--- src/rtl/audio_dds_source.sv ---
// audio_dds_source: one DDS sine sample per LRCK frame for the codec serializer.
// Phase accumulator -> quarter-wave ROM -> quadrant sign -> arithmetic shift.
module audio_dds_source #(
  parameter int unsigned DATA_WIDTH  = 16,
  parameter int unsigned PHASE_WIDTH = 24,
  parameter int unsigned LUT_ADDR    = 6
) (
  input  logic                   iCLK_18_4,
  input  logic                   iRST_N,
  input  logic                   iLRCK,
  input  logic                   iEnable,
  input  logic [PHASE_WIDTH-1:0] iTuning,
  input  logic [3:0]             iAmp,
  output logic [DATA_WIDTH-1:0]  oSample,
  output logic                   oSample_Valid,
  output logic                   oBusy,
  output logic                   oOverrun
);

  localparam int unsigned LUT_DEPTH = 1 << LUT_ADDR;
  localparam int unsigned AMP_W     = 4;
  localparam int unsigned FRAC      = 30;
  localparam longint      PI_Q30    = 64'sd3373259426;

  typedef enum logic [2:0] {
    S_IDLE,
    S_ADDR,
    S_READ,
    S_SIGN,
    S_SCALE,
    S_OUT
  } state_e;

  // ROM entry k = round(FS * sin(pi/2 * (k+0.5)/DEPTH)), evaluated at elaboration
  // with a Q30 Taylor series so the table follows the parameters.
  function automatic logic [DATA_WIDTH-1:0] lut_val(input int k);
    longint x;
    longint x2;
    longint term;
    longint sum;
    longint full_scale;
    longint v;
    full_scale = (longint'(1) <<< (DATA_WIDTH - 1)) - 64'sd1;
    x    = (PI_Q30 * longint'(2 * k + 1)) / longint'(4 * LUT_DEPTH);
    x2   = (x * x) >>> FRAC;
    term = x;
    sum  = x;
    for (int n = 1; n <= 8; n++) begin
      term = ((term * x2) >>> FRAC) / longint'((2 * n) * (2 * n + 1));
      if ((n % 2) == 1) sum = sum - term;
      else              sum = sum + term;
    end
    v = (sum * full_scale + (longint'(1) <<< (FRAC - 1))) >>> FRAC;
    return DATA_WIDTH'(v);
  endfunction

  logic [DATA_WIDTH-1:0] lut_rom [LUT_DEPTH];

  for (genvar k = 0; k < LUT_DEPTH; k++) begin : g_lut
    localparam logic [DATA_WIDTH-1:0] ENTRY = lut_val(k);
    assign lut_rom[k] = ENTRY;
  end

  state_e                 state_q,   state_d;
  logic                   lrck_s1_q, lrck_s1_d;
  logic                   lrck_s2_q, lrck_s2_d;
  logic                   lrck_h_q,  lrck_h_d;
  logic [PHASE_WIDTH-1:0] phase_q,   phase_d;
  logic [PHASE_WIDTH-1:0] tuning_q,  tuning_d;
  logic [AMP_W-1:0]       amp_q,     amp_d;
  logic                   en_q,      en_d;
  logic                   neg_q,     neg_d;
  logic [LUT_ADDR-1:0]    addr_q,    addr_d;
  logic [DATA_WIDTH-1:0]  rom_q,     rom_d;
  logic [DATA_WIDTH-1:0]  signval_q, signval_d;
  logic [DATA_WIDTH-1:0]  scaled_q,  scaled_d;
  logic [DATA_WIDTH-1:0]  sample_q,  sample_d;
  logic                   valid_q,   valid_d;
  logic                   busy_q,    busy_d;
  logic                   overrun_q, overrun_d;
  logic                   frame_edge_c;
  logic [LUT_ADDR-1:0]    raw_addr_c;

  // Synchronized LRCK falling edge marks a new frame.
  assign frame_edge_c = lrck_h_q & ~lrck_s2_q;
  assign raw_addr_c   = phase_q[PHASE_WIDTH-3 -: LUT_ADDR];

  // Next-state and datapath: one pipeline step per FSM state.
  always_comb begin
    lrck_s1_d = iLRCK;
    lrck_s2_d = lrck_s1_q;
    lrck_h_d  = lrck_s2_q;
    state_d   = state_q;
    phase_d   = phase_q;
    tuning_d  = tuning_q;
    amp_d     = amp_q;
    en_d      = en_q;
    neg_d     = neg_q;
    addr_d    = addr_q;
    rom_d     = rom_q;
    signval_d = signval_q;
    scaled_d  = scaled_q;
    sample_d  = sample_q;
    valid_d   = 1'b0;
    overrun_d = overrun_q;

    if (frame_edge_c && (state_q != S_IDLE)) overrun_d = 1'b1;

    case (state_q)
      S_IDLE: begin
        if (frame_edge_c) begin
          state_d  = S_ADDR;
          tuning_d = iTuning;
          amp_d    = iAmp;
          en_d     = iEnable;
        end
      end
      S_ADDR: begin
        // Odd quadrants walk the quarter wave backwards; upper half is negative.
        neg_d   = phase_q[PHASE_WIDTH-1];
        addr_d  = phase_q[PHASE_WIDTH-2] ? ~raw_addr_c : raw_addr_c;
        state_d = S_READ;
      end
      S_READ: begin
        rom_d   = lut_rom[addr_q];
        state_d = S_SIGN;
      end
      S_SIGN: begin
        signval_d = neg_q ? -rom_q : rom_q;
        state_d   = S_SCALE;
      end
      S_SCALE: begin
        scaled_d = $signed(signval_q) >>> amp_q;
        state_d  = S_OUT;
      end
      S_OUT: begin
        valid_d = 1'b1;
        if (en_q) begin
          sample_d = scaled_q;
          phase_d  = phase_q + tuning_q;
        end else begin
          sample_d = '0;
          phase_d  = '0;
        end
        state_d = S_IDLE;
      end
      default: state_d = S_IDLE;
    endcase

    busy_d = (state_d != S_IDLE);
  end

  // State and pipeline registers; synchronizer resets to LRCK-high.
  always_ff @(posedge iCLK_18_4 or negedge iRST_N) begin
    if (!iRST_N) begin
      state_q   <= S_IDLE;
      lrck_s1_q <= 1'b1;
      lrck_s2_q <= 1'b1;
      lrck_h_q  <= 1'b1;
      phase_q   <= '0;
      tuning_q  <= '0;
      amp_q     <= '0;
      en_q      <= 1'b0;
      neg_q     <= 1'b0;
      addr_q    <= '0;
      rom_q     <= '0;
      signval_q <= '0;
      scaled_q  <= '0;
      sample_q  <= '0;
      valid_q   <= 1'b0;
      busy_q    <= 1'b0;
      overrun_q <= 1'b0;
    end else begin
      state_q   <= state_d;
      lrck_s1_q <= lrck_s1_d;
      lrck_s2_q <= lrck_s2_d;
      lrck_h_q  <= lrck_h_d;
      phase_q   <= phase_d;
      tuning_q  <= tuning_d;
      amp_q     <= amp_d;
      en_q      <= en_d;
      neg_q     <= neg_d;
      addr_q    <= addr_d;
      rom_q     <= rom_d;
      signval_q <= signval_d;
      scaled_q  <= scaled_d;
      sample_q  <= sample_d;
      valid_q   <= valid_d;
      busy_q    <= busy_d;
      overrun_q <= overrun_d;
    end
  end

  assign oSample       = sample_q;
  assign oSample_Valid = valid_q;
  assign oBusy         = busy_q;
  assign oOverrun      = overrun_q;

endmodule

--- config.mk ---
export PLATFORM = sky130hd
export DESIGN_NAME = audio_dds_source
export DESIGN_NICKNAME = d
export VERILOG_FILES = /design/src/rtl/audio_dds_source.sv
export SDC_FILE = /design/constraint.sdc
export NUM_CORES = 1
export LEC_CHECK = 0
export ABC_AREA = 1
export CAP_MARGIN = 30
export CORE_ASPECT_RATIO = 2
export CORE_MARGIN = 3
export CORE_UTILIZATION = 35
export CTS_CLUSTER_DIAMETER = 120
export CTS_CLUSTER_SIZE = 16
export DETAILED_ROUTE_END_ITERATION = 8
export GPL_ROUTABILITY_DRIVEN = 0
export SKIP_LAST_GASP = 1
export SLEW_MARGIN = 20
export SYNTH_ARGS = -nofsm -noshare
export SYNTH_HDL_FRONTEND = slang
export SYNTH_SLANG_ARGS = --single-unit
--- constraint.sdc ---
create_clock -name iCLK_18_4 -period 2.65 [get_ports iCLK_18_4]
set_input_delay 0.53 -clock iCLK_18_4 [delete_from_list [all_inputs] [get_ports iCLK_18_4]]
set_output_delay 0.53 -clock iCLK_18_4 [all_outputs]
set_load 0.02 [all_outputs]
==> results.json <==
{
  "outcome": "finished, final reports clean",
  "power_leakage_nw": 5.01,
  "yosys_warnings": 0,
  "port-buffer-count": 50,
  "core_region_area_sq_mm": 0.0241,
  "final_core_utilization_pct": 42.0,
  "ys_async_sr_fraction_pct": 100,
  "drc": 0,
  "report.power.total_w": 0.0134,
  "path_cells": "inv_1, ha_1, nor2_1, inv_1, a21oi_1, o211ai_1, nand2_1, nand2_1, o21ai_0",
  "initial_utilization_pct": 36.0,
  "timing.reg2reg.worst_path_depth": 9,
  "numCtsBuffers": 17,
  "timing.final.max_slew_violations": 0,
  "tightestPinTransition_ns": 0.717,
  "fp.dieArea_sq_mm": 0.0268,
  "synth_fp_nets": 1280,
  "hold_depth": 0,
  "worstPathRequired_ns": 3.01,
  "setup_repair_after_global_routing_missed_its_margin": "false",
  "clock-skew-final_ns": 0.00911,
  "wp_buf_inv": 2,
  "diodes": 0,
  "grt_pass1_wl_mm": 39.7,
  "numPlacedInstances": 1560,
  "max-cap-violations": 0,
  "synth.cell_area_sq_mm": 0.00867,
  "cp_slowest_stage_delay_ns": 0.55,
  "clk_path_buf_depth": 2,
  "synth-edff-count": 0,
  "layout.nets": 1323,
  "synthToLayoutAreaGrowth_pct": 16.7,
  "route.detailed.vias_per_inst": 5.00,
  "worst_skew_late_latency_ns": 0.44,
  "vdd_drop_max_mv": 0.571,
  "report.final.setup_viol": 0,
  "power.switching_w": 0.00628,
  "max_freq_mhz": 453,
  "die_height_microns": 229,
  "number_of_antenna_violations_at_the_first_check_in_global_routing": 0,
  "reg2reg_to": "rom_q[1]$_DFFE_PN0P_",
  "worstSetupPathType": "flip-flop to flip-flop",
  "postCtsHoldBufs": 1,
  "drt.antenna.violating_nets": 0,
  "sequentialPowerShare_pct": 27.6,
  "finalWorstPathRequiredPeriod_ns": 2.21,
  "final_critical_path_setup_slack_ns": 0.443,
  "clock_power_share_pct": 18.7,
  "dr.first_iter.drc_count": 367,
  "grt_usage_pct": 18.5,
  "timing.critical_path.slowest_stage_cell": "dfrtp_1",
  "final_layout_size_suffix_gt1_share_pct": 7.36,
  "whs_endpoint": "lrck_h_d$_DFF_PN1_",
  "wirelength_mm": 24.0,
  "rows": 80,
  "max-slew-margin-rel_pct": 52.1,
  "synthesis_stage_register_bit_count": 132,
  "clock_tree.root_cell": "clkbuf_16",
  "floorplan.die.width_microns": 117,
  "pwr-share-comb_pct": 53.7,
  "n_fill_cell": 2471,
  "cts_tree": "built",
  "worstHoldPathType": "flip-flop to flip-flop",
  "final.setup.tns_ns": 0,
  "gate_count_after_technology_mapping": 1209,
  "hold_path_startpoint": "lrck_s1_q$_DFF_PN1_",
  "startpoint": "addr_q[0]$_DFFE_PN0P_",
  "cts_repair_resize_count": 0,
  "grt_pass1_vias": 7978,
  "critical_path.reg2reg.startpoint": "addr_q[0]$_DFFE_PN0P_",
  "top_flip_flop_cell_by_instance_count_after_synthesis": "dfrtp_1",
  "crit_path_end_kind": "flip-flop",
  "netlist.top_cell.by_area": "dfrtp_1",
  "pwr_density_cell_mw_per_mm2": 1330,
  "fin_crit_sh_pct": 83.3,
  "avg_cell_area_syn_sq_um": 7.17,
  "postCtsSetupBuffers": 0,
  "post_synthesis_sequential_area_ratio_pct": 38.1,
  "stdcell_count": 1591,
  "internal_power_w": 0.00715,
  "io_pins": 51,
  "clock_sink_count": 132,
  "timing.critical_path.fanout_max": 11,
  "dpl.hpwl_mm": 18.8,
  "swShare_pct": 46.8,
  "reg2reg_slack_ns": 0.44,
  "clk_transition_reported_paths_ns": 0.06,
  "grt_max_degree": 57,
  "yosys.area.top_type_share_pct": 37.2,
  "yosysUniqueCellTypes": 41,
  "worst-endpoint-arrival_ns": 2.57,
  "route.detailed.wl_per_inst_microns": 15.1,
  "globalRoute.totalOverflow": 0,
  "first_pass_iters": 5,
  "cts_max_level": 4,
  "synth.top_cells.by_area": "dfrtp_1 37%, nand2_1 16%, inv_1 6.3%",
  "timing.critical_path.max_delay_family": "compound AO/OA/AOI/OAI gates",
  "place_ws_ns": 0.520,
  "final_hold_viol_count": 0,
  "worst_setup_path_start_kind": "flip-flop",
  "vias": 7950
}
[area by class of cell]
| type | count | area [sq um] | area share [%] |
|---|---|---|---|
| clock inverters | 8 | 150 | 1.48 |
| well taps | 328 | 410 | 4.05 |
| inverters | 151 | 567 | 5.60 |
| clock buffers | 22 | 474 | 4.68 |
| multi-input cells | 880 | 4550 | 44.9 |
| flip-flops and latches | 132 | 3310 | 32.7 |
| repair buffers | 70 | 667 | 6.59 |
[state kept, by name, summed over array words and instances, names as in the netlist]
| signal | count |
|---|---|
| oBusy | 1 |
| neg_q | 1 |
| state_q | 3 |
| phase_q | 24 |
| lrck_h_d | 1 |
| oOverrun | 1 |
| oSample | 16 |
| lrck_h_q | 1 |
| tuning_q | 24 |
| scaled_q | 16 |
| oSample_Valid | 1 |
| addr_q | 6 |
| lrck_s1_q | 1 |
| en_q | 1 |
| rom_q | 15 |
| signval_q | 16 |
| amp_q | 4 |
[synth_stat cells, types with 3 or more instances]
master,number
o31ai_1,4
a21oi_1,56
dfstp_2,3
buf_6,5
nand4_1,8
o211ai_1,26
a22o_1,5
clkbuf_1,21
buf_2,12
o22ai_1,5
xor2_1,14
o21ai_0,107
nor3_1,9
dfrtp_1,129
inv_2,4
ha_1,38
nand2_1,374
or2_2,5
mux2_2,25
nand3b_1,4
a22oi_1,9
o21ai_1,4
nor2_1,81
nor2_2,3
inv_1,146
buf_4,6
nand3_1,89
[power by group through the flow]
stage / Sequential (W) / Combinational [W] / Clock [W]
finish: 0.00371 / 0.00721 / 0.00251
floorplan: 0.00355 / 0.00534 / 0
global placement: 0.00371 / 0.00711 / 0
global route: 0.00384 / 0.00828 / 0.00264
detailed placement: 0.00374 / 0.00715 / 0
CTS: 0.00371 / 0.00721 / 0.00256
[stage by stage]
stage	instance area [sq um]	hold slack (ns)
after detailed placement	9490	0.351
final	10100	0.357
after floorplan	8670	0.234
after global placement	9490	0.349
after global routing	10100	0.361
after CTS	10100	0.359
[placed cells by master, fill, tap and decap left out, types with 17 or more instances in the layout]
master / n
inv_1: 146
ha_1: 38
nor2_1: 81
a21oi_1: 56
o211ai_1: 26
dfrtp_1: 129
clkdlybuf4s50_1: 49
nand2_1: 374
o21ai_0: 107
mux2_2: 25
clkbuf_16: 17
buf_4: 18
nand3_1: 89
[worst max-delay path by stage]
stage / end / slack, ns / cells after the start
3_3_place_gp: rom_q[1]$_DFFE_PN0P_ / 0.56 / 10
4_1_cts: rom_q[1]$_DFFE_PN0P_ / 0.50 / 11
6_report: rom_q[1]$_DFFE_PN0P_ / 0.44 / 9
5_1_grt: rom_q[1]$_DFFE_PN0P_ / 0.24 / 11
3_5_place_dp: rom_q[1]$_DFFE_PN0P_ / 0.52 / 11
2_1_floorplan: phase_q[12]$_DFFE_PN0P_ / 0.82 / 10
[layer usage]
metal / vias up / share of wire (%) / track usage [%] / wire length (microns)
li1: 4024 / - / - / -
met1: 3654 / 36 / 17.7 / 8660
met3: 80 / 3.4 / 3.15 / 809
met5: - / 0 / 0 / 0
met2: 192 / 55 / 35.7 / 13200
met4: 0 / 5.6 / 11.6 / 1350
[kinds of logic (layout without fill, tap and decap cells)]
logic type | Yosys count | count (layout) | synth area share (%)
compound gates | 221 | 221 | 14.4
mux | 25 | 25 | 3.25
flops | 132 | 132 | 38.1
simple gates | 581 | 581 | 27.7
fa+ha+maj | 39 | 39 | 5.71
xor+xnor | 14 | 14 | 1.41
buf+inv | 197 | 251 | 9.41
Power figures use the tool's default switching activity.
